<file path="src/rtl/uart_pkg.sv">
`default_nettype none
// +----------------------------------------------------------------------------+
// | Module  : uart_pkg                                                         |
// | Brief   : Shared UART constants and receiver FSM state encoding            |
// |           (used by uart_rx_byte now, uart_tx later).                       |
// | Revision: 1.0 - initial release                                            |
// +----------------------------------------------------------------------------+
package uart_pkg;

  // Payload width of one serial character.
  localparam int DATA_W = 8;

  // 12 MHz system clock / 115200 baud.
  localparam int CLKS_PER_BIT_DEF = 104;

  // Receiver states; PARITY is only visited when parity checking is built in.
  typedef enum logic [2:0] {
    ST_IDLE   = 3'd0,
    ST_START  = 3'd1,
    ST_DATA   = 3'd2,
    ST_PARITY = 3'd3,
    ST_STOP   = 3'd4
  } rx_state_t;

endpackage
`default_nettype wire

</file>
<file path="src/rtl/uart_rx_sync.sv">
`default_nettype none
// +----------------------------------------------------------------------------+
// | Module  : uart_rx_sync                                                     |
// | Brief   : Two-flop synchronizer for the raw rx pin plus falling-edge       |
// |           detect on the synchronized line. Resets to idle-high so no       |
// |           false start is seen out of reset.                                |
// | Revision: 1.0 - initial release                                            |
// +----------------------------------------------------------------------------+
module uart_rx_sync (
  input  logic clk,
  input  logic rst_n,
  input  logic rx,
  output logic rx_s,
  output logic fall
);

  logic meta;
  logic prev;

  // Metastability chain plus one delayed copy of the synchronized line.
  always_ff @(posedge clk or negedge rst_n) begin
    if (!rst_n) begin
      meta <= 1'b1;
      rx_s <= 1'b1;
      prev <= 1'b1;
    end else begin
      meta <= rx;
      rx_s <= meta;
      prev <= rx_s;
    end
  end

  // Start condition is a 1->0 transition only, so a line stuck low never retriggers.
  assign fall = prev & ~rx_s;

endmodule
`default_nettype wire

</file>
<file path="src/rtl/uart_rx_byte.sv">
`default_nettype none
// +----------------------------------------------------------------------------+
// | Module  : uart_rx_byte                                                     |
// | Brief   : 8-bit LSB-first serial receiver, 1 stop bit, idle-high line.     |
// |           Emits byte + one-cycle valid strobe, framing-error strobe and,   |
// |           when built with UART_RX_PARITY_EN, a parity-error strobe.        |
// |           Without UART_RX_PARITY_EN the receiver is 8N1 and parity_err = 0.|
// | Revision: 1.0 - initial release                                            |
// +----------------------------------------------------------------------------+
module uart_rx_byte
  import uart_pkg::*;
#(
  parameter int CLKS_PER_BIT = CLKS_PER_BIT_DEF,
  parameter int PARITY_ODD   = 0
) (
  input  logic              clk,
  input  logic              rst_n,
  input  logic              rx,
  output logic [DATA_W-1:0] data,
  output logic              data_valid,
  output logic              frame_err,
  output logic              parity_err,
  output logic              busy
);

  localparam int            CW      = $clog2(CLKS_PER_BIT);
  localparam logic [CW-1:0] HALF_M1 = CW'(CLKS_PER_BIT / 2 - 1);
  localparam logic [CW-1:0] FULL_M1 = CW'(CLKS_PER_BIT - 1);

  // Elaboration-time guard on the configuration.
  if (CLKS_PER_BIT < 8 || PARITY_ODD < 0 || PARITY_ODD > 1) begin : g_param_check
    $error("uart_rx_byte: CLKS_PER_BIT must be >= 8 and PARITY_ODD must be 0 or 1");
  end

  logic rx_s;
  logic fall;

  uart_rx_sync u_sync (
    .clk   (clk),
    .rst_n (rst_n),
    .rx    (rx),
    .rx_s  (rx_s),
    .fall  (fall)
  );

  rx_state_t         state,      state_n;
  logic [CW-1:0]     clk_cnt,    clk_cnt_n;
  logic [2:0]        bit_cnt,    bit_cnt_n;
  logic [DATA_W-1:0] shift,      shift_n;
  logic [DATA_W-1:0] data_n;
  logic              data_valid_n;
  logic              frame_err_n;
  logic              busy_n;
`ifdef UART_RX_PARITY_EN
  logic              par_bit,    par_bit_n;
  logic              parity_err_n;
`endif

  // State, counters, shift register and registered strobes.
  always_ff @(posedge clk or negedge rst_n) begin
    if (!rst_n) begin
      state      <= ST_IDLE;
      clk_cnt    <= '0;
      bit_cnt    <= '0;
      shift      <= '0;
      data       <= '0;
      data_valid <= 1'b0;
      frame_err  <= 1'b0;
      busy       <= 1'b0;
`ifdef UART_RX_PARITY_EN
      par_bit    <= 1'b0;
      parity_err <= 1'b0;
`endif
    end else begin
      state      <= state_n;
      clk_cnt    <= clk_cnt_n;
      bit_cnt    <= bit_cnt_n;
      shift      <= shift_n;
      data       <= data_n;
      data_valid <= data_valid_n;
      frame_err  <= frame_err_n;
      busy       <= busy_n;
`ifdef UART_RX_PARITY_EN
      par_bit    <= par_bit_n;
      parity_err <= parity_err_n;
`endif
    end
  end

`ifndef UART_RX_PARITY_EN
  assign parity_err = 1'b0;
`endif

  // Next-state logic: bit timing, sampling and end-of-frame strobes.
  always_comb begin
    state_n      = state;
    clk_cnt_n    = clk_cnt;
    bit_cnt_n    = bit_cnt;
    shift_n      = shift;
    data_n       = data;
    data_valid_n = 1'b0;
    frame_err_n  = 1'b0;
    busy_n       = busy;
`ifdef UART_RX_PARITY_EN
    par_bit_n    = par_bit;
    parity_err_n = 1'b0;
`endif

    case (state)
      ST_IDLE: begin
        if (fall) begin
          clk_cnt_n = '0;
          busy_n    = 1'b1;
          state_n   = ST_START;
        end
      end

      // Re-check the line at mid start bit; a high here was a glitch.
      ST_START: begin
        if (clk_cnt == HALF_M1) begin
          clk_cnt_n = '0;
          if (!rx_s) begin
            bit_cnt_n = '0;
            state_n   = ST_DATA;
          end else begin
            busy_n    = 1'b0;
            state_n   = ST_IDLE;
          end
        end else begin
          clk_cnt_n = clk_cnt + CW'(1);
        end
      end

      // One full bit period after mid start lands mid data bit.
      ST_DATA: begin
        if (clk_cnt == FULL_M1) begin
          clk_cnt_n = '0;
          shift_n   = {rx_s, shift[DATA_W-1:1]};
          if (bit_cnt == 3'd7) begin
            bit_cnt_n = '0;
`ifdef UART_RX_PARITY_EN
            state_n   = ST_PARITY;
`else
            state_n   = ST_STOP;
`endif
          end else begin
            bit_cnt_n = bit_cnt + 3'd1;
          end
        end else begin
          clk_cnt_n = clk_cnt + CW'(1);
        end
      end

`ifdef UART_RX_PARITY_EN
      ST_PARITY: begin
        if (clk_cnt == FULL_M1) begin
          clk_cnt_n = '0;
          par_bit_n = rx_s;
          state_n   = ST_STOP;
        end else begin
          clk_cnt_n = clk_cnt + CW'(1);
        end
      end
`endif

      // Mid stop bit: commit or flag, and go idle at once to leave margin
      // for a following start bit.
      ST_STOP: begin
        if (clk_cnt == FULL_M1) begin
          clk_cnt_n   = '0;
          busy_n      = 1'b0;
          state_n     = ST_IDLE;
          frame_err_n = ~rx_s;
`ifdef UART_RX_PARITY_EN
          parity_err_n = (par_bit != ((^shift) ^ 1'(PARITY_ODD)));
          if (rx_s && !parity_err_n) begin
            data_n       = shift;
            data_valid_n = 1'b1;
          end
`else
          if (rx_s) begin
            data_n       = shift;
            data_valid_n = 1'b1;
          end
`endif
        end else begin
          clk_cnt_n = clk_cnt + CW'(1);
        end
      end

      default: begin
        busy_n  = 1'b0;
        state_n = ST_IDLE;
      end
    endcase
  end

endmodule
`default_nettype wire

</file>
<file path="config.mk">
export PLATFORM = sky130hd
export DESIGN_NAME = uart_rx_byte
export DESIGN_NICKNAME = d
export VERILOG_FILES = /design/src/rtl/uart_pkg.sv /design/src/rtl/uart_rx_sync.sv /design/src/rtl/uart_rx_byte.sv
export SDC_FILE = /design/constraint.sdc
export NUM_CORES = 1
export LEC_CHECK = 0
export ABC_AREA = 0
export CAP_MARGIN = 20
export CORE_ASPECT_RATIO = 1.5
export CORE_MARGIN = 2
export CORE_UTILIZATION = 25
export CTS_CLUSTER_SIZE = 25
export DETAILED_ROUTE_END_ITERATION = 16
export SYNTH_ARGS = -nofsm -noshare
export SYNTH_HDL_FRONTEND = slang
export SYNTH_HIERARCHICAL = 1
export SYNTH_SLANG_ARGS = --single-unit
</file>
<file path="constraint.sdc">
create_clock -name clk -period 1.9 [get_ports clk]
set_input_delay 0.38 -clock clk [delete_from_list [all_inputs] [get_ports clk]]
set_output_delay 0.38 -clock clk [all_outputs]
set_load 0.01 [all_outputs]
</file>
==> qor.txt, run 1 <==
Worst min path class: reg2reg
WHS: 0.357 ns
NetSw: 648 uW
Slew Limit Fails: 0
Sink Count: 35
Largest net degree at the start of global routing: 36
CP Class: reg2reg
Critical path startpoint category: flop
Reg clk slew, reported paths: 0.07 ns
Sequential share of power: 48.9%
Clock share of power: 26.0%
Post-route clock period utilization: 94.5%
ANT cells: 0
Syn. warnings: 6
Drt drc: 0
Final setup fails: 0
Routed wire length per instance: 12.5 um
Net Count, Synth: 138
CTS tree: built
Rows: 35
Final Instance Area: 1970 um^2
Share of layout cells above drive strength 1: 30.4%
Syn Inst Count: 132
Crit. End Element: flop
DRT Pass-1 Iters: 4
Placed cell area: 1860 um^2
Asr flop ratio synth: 100%
Die H: 103 um
VDD IR max: 440 uV
Seq/Total Area, Yosys: 54.3%
Clock skew: 0.00180 ns
CP Data Arrival Time: 1.97 ns
Clock Tree Buf Depth: 2
Vias in the first global route: 1110
Vias per inst: 4.63
DIE AREA: 7150 um^2
Post-synth EDFFs: 0
CTS HTree Levels: 2
Mapped Area: 1620 um^2
Pwr dens: 1000 nW/um^2
Via count: 1073
Switch share: 32.7%
Largest fanout on the critical path: 5
Syn avg cell area: 12.3 um^2
First-pass GRT wire length: 5110 um
Critical Path RT: 2.07 ns
Final hold violations: 0
Initial antenna violation count: 0
Clk_lat worst skew: 0.28 ns
GRT Total Usage: 9.08%
Num CTS Buffers: 5
Gpl congestion: 0.776
Die X-Extent: 69.7 um
Combinational power share: 25.1%
Ports: 15
Max_cap viols: 0
Tmin final: 1.80 ns
Flop and latch count out of synthesis: 35
PortBufs: 13
Int Pwr: 1.33 mW
Final HPWL DP: 2060 um
Setup TNS: 0 ns
Status: finished clean
Area delta synth->final: 21.9%
Unique masters post-synth: 43
Top_reg_cell synth: dfrtp_1
Root buffer cell: clkbuf_8
DRT iter0 DRCs: 29
DRT Wirelength: 2890 um
Fmax achieved: 557 MHz
Nets: 163
Leak: 0.905 nW
CTS Hold Bufs: 0
Post-route ant nets: 0
Core area: 6220 um^2
Initial Utilization: 26.0%
GRT overflow: 0
## cells by family (layout without fill, tap and decap cells)
family	Yosys count	count (layout)	share of synthesized area, %
AND/OR/NAND/NOR	39	39	15.5
flip-flops	35	35	54.3
AO/OA/AOI/OAI	27	27	12.6
multiplexers	16	16	11.1
buffers and inverters	10	36	3.25
adder cells (fa/ha/maj)	4	4	3.01
other	1	1	0.232
## layout make-up
type                    instances  area [um^2]
clock buffers                   6         72.6
clock inverters                 2         12.5
fillers                       646         4240
inverters                       4         15.0
multi-input cells              87          689
flip-flops and latches         35          880
well taps                      74         92.6
repair buffers                 24          213
## path summary, 6_finish.rpt
check / start / slack [ns] / endpoint / cells past startpoint
setup / recovery: clk_cnt[0] / 0.10 / bit_cnt[0] / 7
hold / removal: u_sync/meta / 0.36 / u_sync/rx_s / 0
setup reg to reg: clk_cnt[0] / 0.10 / bit_cnt[0] / 7
hold reg to reg: u_sync/meta / 0.36 / u_sync/rx_s / 0
max in group asynchronous: rst_n / 1.05 / u_sync/meta / 2
min in group asynchronous: rst_n / 0.51 / clk_cnt[2] / 2
## through the flow
stage	cells	total power [mW]	setup slack (ns)	util (%)
detailed placement	221	1.48	0.101	30.0
global placement	221	1.45	0.128	30.0
floorplan	132	1.31	0.158	-
finish	232	1.98	0.104	31.8
global route	232	2.13	-0.0117	31.8
CTS	229	2.01	0.0844	31.3
## cells in the mapped netlist (2+ instances only)
cell       n  area (um^2)
nand2_1    8         30.0
o21ai_0    3         15.0
inv_1      4         15.0
mux2_2    14          158
ha_1       3         37.5
dfstp_2    3         78.8
buf_2      3         15.0
mux2_1     2         22.5
nor3_1     3         15.0
a21oi_1    6         30.0
dfrtp_1   32          801
a22o_1     3         26.3
a31oi_1    4         25.0
nand2b_4   2         27.5
nand3_1    3         15.0
buf_4      3         22.5
nor2_1    10         37.5
## power groups by stage
| stage | combinational [mW] | sequential (mW) | clock [mW] |
|---|---|---|---|
| after floorplan | 0.366 | 0.939 | 0 |
| after global placement | 0.477 | 0.977 | 0 |
| after detailed placement | 0.494 | 0.981 | 0 |
| after CTS | 0.500 | 0.968 | 0.545 |
| after global routing | 0.569 | 0.986 | 0.573 |
| final | 0.497 | 0.969 | 0.515 |
## worst max-delay path, stage by stage (launching register included)
cell and delay (ns):
dfrtp_1 0.40, ha_2 0.22, nand2b_4 0.08, nor4_4 0.29, buf_4 0.16, nand3_2 0.07
a21o_1 0.23, a22o_1 0.23
## placed cells by master, fill, tap and decap left out, types with 2 or more instances in the layout
| cell | count |
|---|---|
| a21oi_1 | 6 |
| a22o_1 | 3 |
| a31oi_1 | 4 |
| buf_4 | 11 |
| clkbuf_8 | 5 |
| clkdlybuf4s50_1 | 13 |
| dfrtp_1 | 32 |
| dfstp_2 | 3 |
| ha_1 | 2 |
| inv_1 | 4 |
| mux2_1 | 2 |
| mux2_2 | 14 |
| nand2_1 | 8 |
| nand2b_4 | 2 |
| nand3_1 | 3 |
| nor2_1 | 10 |
| nor3_1 | 3 |
| o21ai_0 | 3 |
## per-layer routing
| metal | track usage, % | part of all wire (%) | vias to the layer above |
|---|---|---|---|
| met4 | 4.44 | 1.3 | 0 |
| li1 | - | - | 518 |
| met5 | 0 | 0 | - |
| met3 | 2.15 | 3.7 | 4 |
| met1 | 10.1 | 42 | 534 |
| met2 | 16.4 | 53 | 17 |
## state kept, by name, indices dropped and copies added (netlist names)
| register | cells |
|---|---|
| bit_cnt | 3 |
| busy | 1 |
| clk_cnt | 7 |
| data | 8 |
| data_valid | 1 |
| frame_err | 1 |
| shift | 8 |
| state | 3 |
| u_sync/meta | 1 |
| u_sync/prev | 1 |
| u_sync/rx_s | 1 |
## timing repair
| action | CTS | global route |
|---|---|---|
| setup buffers | 0 | 3 |
| endpoints found under the setup margin | 0 | 7 |
| gates resized for setup | 0 | 1 |
Power figures use the tool's default switching activity.
==> run 2, diff against run 1 <==
Settings changed: CTS_BUF_LIST set to sky130_fd_sc_hd__clkbuf_16.
==> run 2 against run 1 <==
  * Die area did not move
  * Cell count unchanged
  * Non-clock buffer count unchanged
  * Via count rose by 1.4%
  * Critical path depth did not move
  * Fmax down 0.64%
==> qor.txt, run 2 (synthesized netlist as in run 1, its figures left out) <==
Bufs and invs on worst path: 1 (unchanged)
Crit. End Element: flop (unchanged)
Root buffer cell: clkbuf_16 (was clkbuf_8)
Fmax achieved: 553 MHz (was 557 MHz)
DR top layer: met4 (unchanged)
Placed cell area: 1860 um^2 (unchanged)
Worst setup path start: clk_cnt[0] (unchanged)
Final Instance Area: 2030 um^2 (was 1970 um^2)
PortBufs: 13 (unchanged)
Via count: 1088 (was 1073)
Final HPWL DP: 2060 um (unchanged)
Sequential share of power: 43.5% (was 48.9%)
Initial Utilization: 26.0% (unchanged)
Int Pwr: 1.56 mW (was 1.33 mW)
Vias per inst: 4.69 (was 4.63)
Tmin final: 1.81 ns (was 1.80 ns)
Core area: 6220 um^2 (unchanged)
Num CTS Buffers: 5 (unchanged)
Status: finished clean (unchanged)
Largest net degree at the start of global routing: 36 (unchanged)
Post-route ant nets: 0 (unchanged)
Area delta synth->final: 25.4% (was 21.9%)
Setup crit end: bit_cnt[0] (unchanged)
DIE AREA: 7150 um^2 (unchanged)
Final setup fails: 0 (unchanged)
CP Class: reg2reg (unchanged)
Commonest non-fill, non-tap cells in the layout: dfrtp_1 (32), mux2_2 (14), clkdlybuf4s50_1 (13) (unchanged)
Final non-filler cell total: 232 (unchanged)
Most common cell after layout, fill and taps aside: dfrtp_1 (unchanged)
Met3 wire len: 109 um (was 107 um)
Routed wire length per instance: 12.4 um (was 12.5 um)
ANT cells: 0 (unchanged)
DRT iter0 DRCs: 21 (was 29)
CTS Hold Bufs: 0 (unchanged)
DRT Wirelength: 2880 um (was 2890 um)
Critical path startpoint category: flop (unchanged)
VDD IR max: 513 uV (was 440 uV)
Share of layout cells above drive strength 1: 30.4% (unchanged)
WP depth: 7 (unchanged)
Vias in the first global route: 1112 (was 1110)
Reg clk slew, reported paths: 0.05 ns (was 0.07 ns)
Biggest regs: data: 8 flops, shift: 8 flops, clk_cnt: 7 flops (unchanged)
Clock skew: 0.00199 ns (was 0.00180 ns)
Clock share of power: 34.1% (was 26.0%)
Drt drc: 0 (unchanged)
Slew Limit Fails: 0 (unchanged)
CP max stage cell: dfrtp_1 (unchanged)
Met2 wire len: 1530 um (about the same)
Cell count after placement: 221 (unchanged)
Max incr delay on CP: 0.40 ns (about the same)
Combinational power share: 22.3% (was 25.1%)
Clock Tree Buf Depth: 2 (unchanged)
CTS tree: built (unchanged)
Switch share: 30.3% (was 32.7%)
Total power: 2.23 mW (was 1.98 mW)
Largest fanout on the critical path: 5 (unchanged)
Final core utilization: 32.7% (was 31.8%)
Nets: 163 (unchanged)
Critical Path RT: 2.06 ns (was 2.07 ns)
R2r endpoint: bit_cnt[0] (unchanged)
Leak: 0.934 nW (was 0.905 nW)
GRT overflow: 0 (unchanged)
Final hold violations: 0 (unchanged)
Clk_lat worst skew: 0.27 ns (was 0.28 ns)
Worst reg2reg path startpoint: clk_cnt[0] (unchanged)
NetSw: 676 uW (was 648 uW)
CP Cell Sequence: ha_2 > nand2b_4 > nor4_4 > buf_4 > nand3_2 > a21o_1 > a22o_1 (unchanged)
Hold_sp: u_sync/meta (unchanged)
Largest delay share family, worst path: compound AO/OA/AOI/OAI gates (unchanged)
CTS HTree Levels: 2 (unchanged)
Post-route clock period utilization: 95.2% (was 94.5%)
Ports: 15 (unchanged)
Die X-Extent: 69.7 um (unchanged)
Worst min path class: reg2reg (unchanged)
Metal-1 WL: 1210 um (was 1220 um)
Max_cap viols: 0 (unchanged)
R2R Setup Slk: 0.09 ns (was 0.10 ns)
Die H: 103 um (unchanged)
First-pass GRT wire length: 5160 um (was 5110 um)
GRT Total Usage: 9.27% (was 9.08%)
Initial antenna violation count: 0 (unchanged)
DRT Pass-1 Iters: 4 (unchanged)
Depth of the most critical reg-to-reg path: 7 (unchanged)
Pwr dens: 1100 nW/um^2 (was 1000 nW/um^2)
Gpl congestion: 0.776 (unchanged)
Rows: 35 (unchanged)
Sink Count: 35 (unchanged)
CP Data Arrival Time: 1.97 ns (about the same)
WHS: 0.355 ns (was 0.357 ns)
run 2: worst min-delay path by stage:
stage,to,slack [ns],cells past startpoint
floorplan,bit_cnt[0],0.08,0
global placement,u_sync/rx_s,0.35,0
detailed placement,u_sync/rx_s,0.35,0
CTS,u_sync/rx_s,0.36,0
global route,u_sync/rx_s,0.36,0
finish,u_sync/rx_s,0.35,0
run 2: routing by layer:
layer | vias up | track usage [%]
met5 | - | 0
met4 | 0 | 4.44
met3 | 2 | 2.74
met2 | 16 | 16.5
met1 | 548 | 10.2
li1 | 522 | -
run 2: timing repair:
action | 4_1_cts | 5_1_grt
endpoints found under the setup margin | 0 | 7
hold endpoints to repair | 0 | 0
setup buffers | 0 | 3
resized for setup | 0 | 1
run 2: final cells by class:
type	count	area (um^2)
fillers	641	4190
flip-flops and latches	35	880
multi-input cells	87	689
repair buffers	24	213
clock buffers	5	125
well taps	74	92.6
clock inverters	3	16.3
inverters	4	15.0
run 2: worst register-to-register path: cells and delay by family, from the launching register on:
| family | cells | cell delay, ns |
|---|---|---|
| compound gates | 2 | 0.46 |
| flops | 1 | 0.40 |
| buf+inv | 1 | 0.16 |
| fa+ha+maj | 1 | 0.22 |
| simple gates | 3 | 0.45 |
run 2: power by group through the flow:
stage          logic [mW]  registers [mW]  clock network, mW
6_report            0.498           0.971              0.762
5_1_grt             0.569           0.989              0.831
4_1_cts             0.500           0.969              0.794
3_5_place_dp        0.494           0.981                  0
3_3_place_gp        0.477           0.977                  0
2_1_floorplan       0.366           0.939                  0
run 2: through the flow:
stage	setup WS (ns)	setup TNS [ns]
finish	0.0921	0
detailed placement	0.101	0
global route	-0.0126	-0.0375
global placement	0.128	0
floorplan	0.158	0
CTS	0.0870	0
